File: src/rtl/button_debouncer_pkg.sv
// Shared types and constants for the button debouncer.
// FSM encoding and board clock rate.
package button_debouncer_pkg;

  typedef enum logic [1:0] {
    STABLE_LO = 2'd0,
    WAIT_HI   = 2'd1,
    STABLE_HI = 2'd2,
    WAIT_LO   = 2'd3
  } db_state_t;

  localparam int CLK_HZ = 50_000_000;

  function automatic logic is_wait(input db_state_t s);
    return (s == WAIT_HI) || (s == WAIT_LO);
  endfunction

endpackage

File: src/rtl/signal_synchronizer.sv
// Multi-flop synchronizer for asynchronous inputs.
// Reset value is loaded into every stage.
module signal_synchronizer #(
  parameter int   STAGES    = 2,
  parameter logic RESET_VAL = 1'b0
) (
  input  logic clk,
  input  logic reset,
  input  logic d,
  output logic q
);

  logic [STAGES-1:0] ff;

  always_ff @(posedge clk or negedge reset) begin
    if (!reset) begin
      ff <= {STAGES{RESET_VAL}};
    end else begin
      ff <= {ff[STAGES-2:0], d};
    end
  end

  assign q = ff[STAGES-1];

endmodule

File: src/rtl/button_debouncer.sv
// Debouncer: synchronizer followed by a counter-qualified
// four-state filter producing a clean registered level.
module button_debouncer
  import button_debouncer_pkg::*;
#(
  parameter int SYNC_STAGES     = 2,
  parameter int DEBOUNCE_CYCLES = 500000,
  parameter int INVERT          = 1
) (
  input  logic clk,
  input  logic reset,
  input  logic raw_in,
  output logic debounced,
  output logic busy
);

  localparam int CNT_WIDTH = $clog2(DEBOUNCE_CYCLES + 1);
  localparam logic [CNT_WIDTH-1:0] LAST =
    CNT_WIDTH'(DEBOUNCE_CYCLES - 1);
  localparam logic INV = 1'(INVERT);

  logic sync_q;
  logic sync_sig;

  signal_synchronizer #(
    .STAGES   (SYNC_STAGES),
    .RESET_VAL(INV)
  ) u_sync (
    .clk  (clk),
    .reset(reset),
    .d    (raw_in),
    .q    (sync_q)
  );

  assign sync_sig = sync_q ^ INV;

  db_state_t            state, state_n;
  logic [CNT_WIDTH-1:0] count, count_n;
  logic                 deb_n;

  always_ff @(posedge clk or negedge reset) begin
    if (!reset) begin
      state     <= STABLE_LO;
      count     <= '0;
      debounced <= 1'b0;
      busy      <= 1'b0;
    end else begin
      state     <= state_n;
      count     <= count_n;
      debounced <= deb_n;
      busy      <= is_wait(state_n);
    end
  end

  // Any reversal while waiting falls back to the old stable level.
  always_comb begin
    state_n = state;
    count_n = count;
    deb_n   = debounced;
    case (state)
      STABLE_LO: begin
        if (sync_sig) begin
          state_n = WAIT_HI;
          count_n = '0;
        end
      end
      WAIT_HI: begin
        if (!sync_sig) begin
          state_n = STABLE_LO;
          count_n = '0;
        end else if (count == LAST) begin
          state_n = STABLE_HI;
          deb_n   = 1'b1;
          count_n = '0;
        end else begin
          count_n = count + 1'b1;
        end
      end
      STABLE_HI: begin
        if (!sync_sig) begin
          state_n = WAIT_LO;
          count_n = '0;
        end
      end
      WAIT_LO: begin
        if (sync_sig) begin
          state_n = STABLE_HI;
          count_n = '0;
        end else if (count == LAST) begin
          state_n = STABLE_LO;
          deb_n   = 1'b0;
          count_n = '0;
        end else begin
          count_n = count + 1'b1;
        end
      end
      default: begin
        state_n = STABLE_LO;
        count_n = '0;
        deb_n   = 1'b0;
      end
    endcase
  end

endmodule

File: config.mk
export PLATFORM = sky130hd
export DESIGN_NAME = button_debouncer
export DESIGN_NICKNAME = d
export VERILOG_FILES = /design/src/rtl/button_debouncer_pkg.sv /design/src/rtl/signal_synchronizer.sv /design/src/rtl/button_debouncer.sv
export SDC_FILE = /design/constraint.sdc
export NUM_CORES = 1
export LEC_CHECK = 0
export BUFFER_PORTS_ARGS = -buffer_cell sky130_fd_sc_hd__buf_2
export CORE_MARGIN = 4
export CORE_UTILIZATION = 35
export CTS_CLUSTER_SIZE = 12
export DETAILED_ROUTE_END_ITERATION = 8
export RECOVER_POWER = 50
export SYNTH_ARGS = -nofsm -noshare
export SYNTH_HDL_FRONTEND = slang
export SYNTH_SLANG_ARGS = --single-unit
export TNS_END_PERCENT = 50
File: constraint.sdc
create_clock -name clk -period 4.04 [get_ports clk]
set_input_delay 0.808 -clock clk [delete_from_list [all_inputs] [get_ports clk]]
set_output_delay 0.808 -clock clk [all_outputs]
set_load 0.005 [all_outputs]
==> run_results.csv <==
group,metric,value,unit
final_layout,layout-area-overhead-vs-synth,7.292,%
run,cap_viol_max_count,0,
critical_path,critical_path.max_fanout,19,
power,power.static_leakage,0.5984,nW
min_path,min_path_cells,0,
yosys,synth.distinct_cells,41,
routing,routedWlPerCell,14.13,um
timing,final_min_period_over_clock_period,0.5097,
yosys,synth.mux.area_fraction,0.05398,
yosys,postSynthAreaPerCell,9.934,um2
critical_path,path_class,"flop to flop",
critical_path,cp_delay_by_family_top,"simple AND/OR/NAND/NOR gates",
yosys,synth.net_count,137,
final_layout,layout.cells.most_common_list,"sky130_fd_sc_hd__dfrtp_1 (22), sky130_fd_sc_hd__nand2_1 (13), sky130_fd_sc_hd__nand3_1 (13)",
critical_path,critPathRequiredTime,4.23,ns
routing,detail_route.iter0.violations,34,
routing,routed-via-count,997,
yosys,netlist_area,1321,um2
clock_network,postCtsResizedCells,0,
critical_path,crit_buf_inv,0,
timing,skew,0.002778,ns
routing,avgViaCountPerCell,5.448,
floorplan,floorplan.rows,22,
grt,groute.usage.overall,0.1109,
timing,post-route-min-period,2.059,ns
floorplan,num_io_pins,5,
yosys,yosys.area.top_type,"sky130_fd_sc_hd__dfrtp_1",
yosys,synth_area_leaders,"sky130_fd_sc_hd__dfrtp_1 (42%), sky130_fd_sc_hd__nand3_1 (4.9%), sky130_fd_sc_hd__mux2i_1 (4.5%)",
final_layout,antenna_cells_inserted,0,
clock_network,cts_htree_levels,1,
timing,unrepaired_setup_endpoints_after_global_routing,"false",
clock_network,tritoncts,"done",
final_layout,final_common_cell,"sky130_fd_sc_hd__dfrtp_1",
yosys,gate_count_post_synth,133,
yosys,async_reset_ff_frac,1.000,
power,vdd_drop_max,0.0001747,V
routing,drt-total-wl,2585,um
yosys,synth-simple-area-share,0.2689,
final_layout,finalCoreUtilization,0.3872,
yosys,yosysWarnings,0,
clock_network,max-clock-path-buffers,2,
grt,grt_max_degree,25,
critical_path,cp_slowest_cell,"sky130_fd_sc_hd__nor2_1",
yosys,synth-edff-count,0,
timing,report.final.slew_viol_count,0,
timing,fmax,485.6,MHz
grt,grt_first_pass_wirelength,4422,um
timing,layout_setup_ws,1.981,ns
placement,port-buffer-count,4,
min_path,tightest_hold_check_type,"flop to flop",
floorplan,core_area,3661,um2
routing,detail-route-antenna-nets,0,
final_layout,post_route_cells_drive_above_1_share,0.1407,
floorplan,die_area,4822,um2
critical_path,worst_path_largest_cell_delay,0.93,ns
floorplan,die_width,69.44,um
critical_path,critical-path-top-cell-by-count,"sky130_fd_sc_hd__o21ai_0",
critical_path,critical_path.cell_chain,"xnor2_1, nor2_1, o21ai_0, o21ai_0",
critical_path,category_of_the_worst_setup_path_launch_point,"flop",
final_layout,finish.net_count,140,
critical_path,crit_cells,4,
timing,timing_worst_slew_pin_value,1.285,ns
floorplan,die_outline_height,69.44,um
yosys,ys.flop_type,"sky130_fd_sc_hd__dfrtp_1",
yosys,synth.top_cell.area_share,0.4167,
routing,drc,0,
placement,dp_hpwl,1737,um
clock_network,root_buffer,"sky130_fd_sc_hd__clkbuf_8",
timing,setup_viol_count_final,0,
grt,gr-total-overflow,0,
grt,grt_antenna_before_repair,0,
timing,timing.setup.tns,0,ns
floorplan,initial_utilization,0.3609,
final_layout,final.fill_count,356,
outcome,status,"completed",
clock_network,clk-insertion-delay-late,0.27,ns
yosys,synth_xor_xnor_area_share,0.02652,
yosys,synth.ff_latch_count,24,
clock_network,cts.reportedPaths.clkPinSlew,0.09,ns
yosys,seq_area_frac_synth,0.4564,
critical_path,endpoint_kind,"flop",
routing,firstDrtPassIters,4,
clock_network,cts_hold_buf,0,
clock_network,cts_post_setup_buffers_inserted,0,
placement,dpl_worst_slack,1.992,ns
yosys,synth_adder_area_share,0.009470,
yosys,synth_compound_gate_area_share,0.1326,
timing,slew_headroom,0.1437,
timing,hold_viol_final,0,
placement,final_wtd_congestion,0.8143,
power,power_density,340.1,nW/um2
clock_network,cts-buffers-inserted,3,
clock_network,cts_num_sinks,24,
grt,grt_pass1_vias,981,
critical_path,reg2reg_depth,4,
critical_path,timing.critical_path.arrival,2.25,ns
yosys,synth_top_family_by_area,"simple AND/OR/NAND/NOR gates",
-- synth_stat cells, drive strengths merged (4+ instances only) --
cell	count
a22o	4
nand4	5
mux2i	6
nor2	6
o21ai	5
a21oi	9
inv	4
dfrtp	22
nand2	14
buf	6
nand3	13
and2	5
and3	4
or3	5
-- power by group --
group / switching (mW) / total (mW) / leakage [nW] / internal [mW]
clock: 0.0775 / 0.210 / 0.0357 / 0.132
sequential: 0.00321 / 0.247 / 0.325 / 0.244
combinational: 0.0174 / 0.0249 / 0.238 / 0.00753
total: 0.0981 / 0.482 / 0.598 / 0.384
-- final timing paths --
path | endpoint | from | slack (ns)
max in group asynchronous | count[13] | reset | 2.49
hold reg to reg | u_sync.ff[1] | u_sync.ff[0] | 0.36
setup / recovery | count[2] | u_sync.ff[1] | 1.98
hold / removal | u_sync.ff[1] | u_sync.ff[0] | 0.36
min in group asynchronous | count[16] | reset | 0.80
setup reg to reg | count[2] | u_sync.ff[1] | 1.98
-- sequential cells by signal (all words and copies together), names as in the netlist --
name	cells
state	1
count	19
debounced	1
u_sync.ff	2
busy	1
-- routing by layer --
metal,global-route usage,vias to the layer above,routed length (um)
li1,-,487,-
met1,0.1550,482,1180
met2,0.1706,22,1253
met3,0.01594,6,116
met4,0.04772,0,34
met5,0,-,0
-- per-stage QoR --
stage	std cells	cell area (um2)	hold slack (ns)	total power [mW]
3_5_place_dp	179	1348	0.3527	0.2775
3_3_place_gp	179	1348	0.3454	0.2762
4_1_cts	183	1419	0.3658	0.4888
5_1_grt	183	1418	0.3687	0.4992
6_report	183	1418	0.3634	0.4821
2_1_floorplan	133	1321	0.3452	0.2673
-- layout make-up --
cell class / instances / area, um2 / share of cell area
Timing Repair Buffer: 4 / 18.77 / 0.01324
Inverter: 4 / 15.01 / 0.01059
Tap cell: 48 / 60.06 / 0.04237
Clock buffer: 3 / 41.29 / 0.02913
Sequential cell: 24 / 603.1 / 0.4254
Multi-Input combinational cell: 99 / 649.4 / 0.4581
Clock inverter: 1 / 30.03 / 0.02118
-- cell families (layout without fill, tap and decap cells) --
family | Yosys count | count (layout)
AO/OA/AOI/OAI | 25 | 25
XOR/XNOR | 4 | 4
adder cells (fa/ha/maj) | 1 | 1
buffers and inverters | 10 | 12
flip-flops | 24 | 24
multiplexers | 7 | 7
AND/OR/NAND/NOR | 62 | 62
Note: power is estimated with default switching activity, not from simulation.
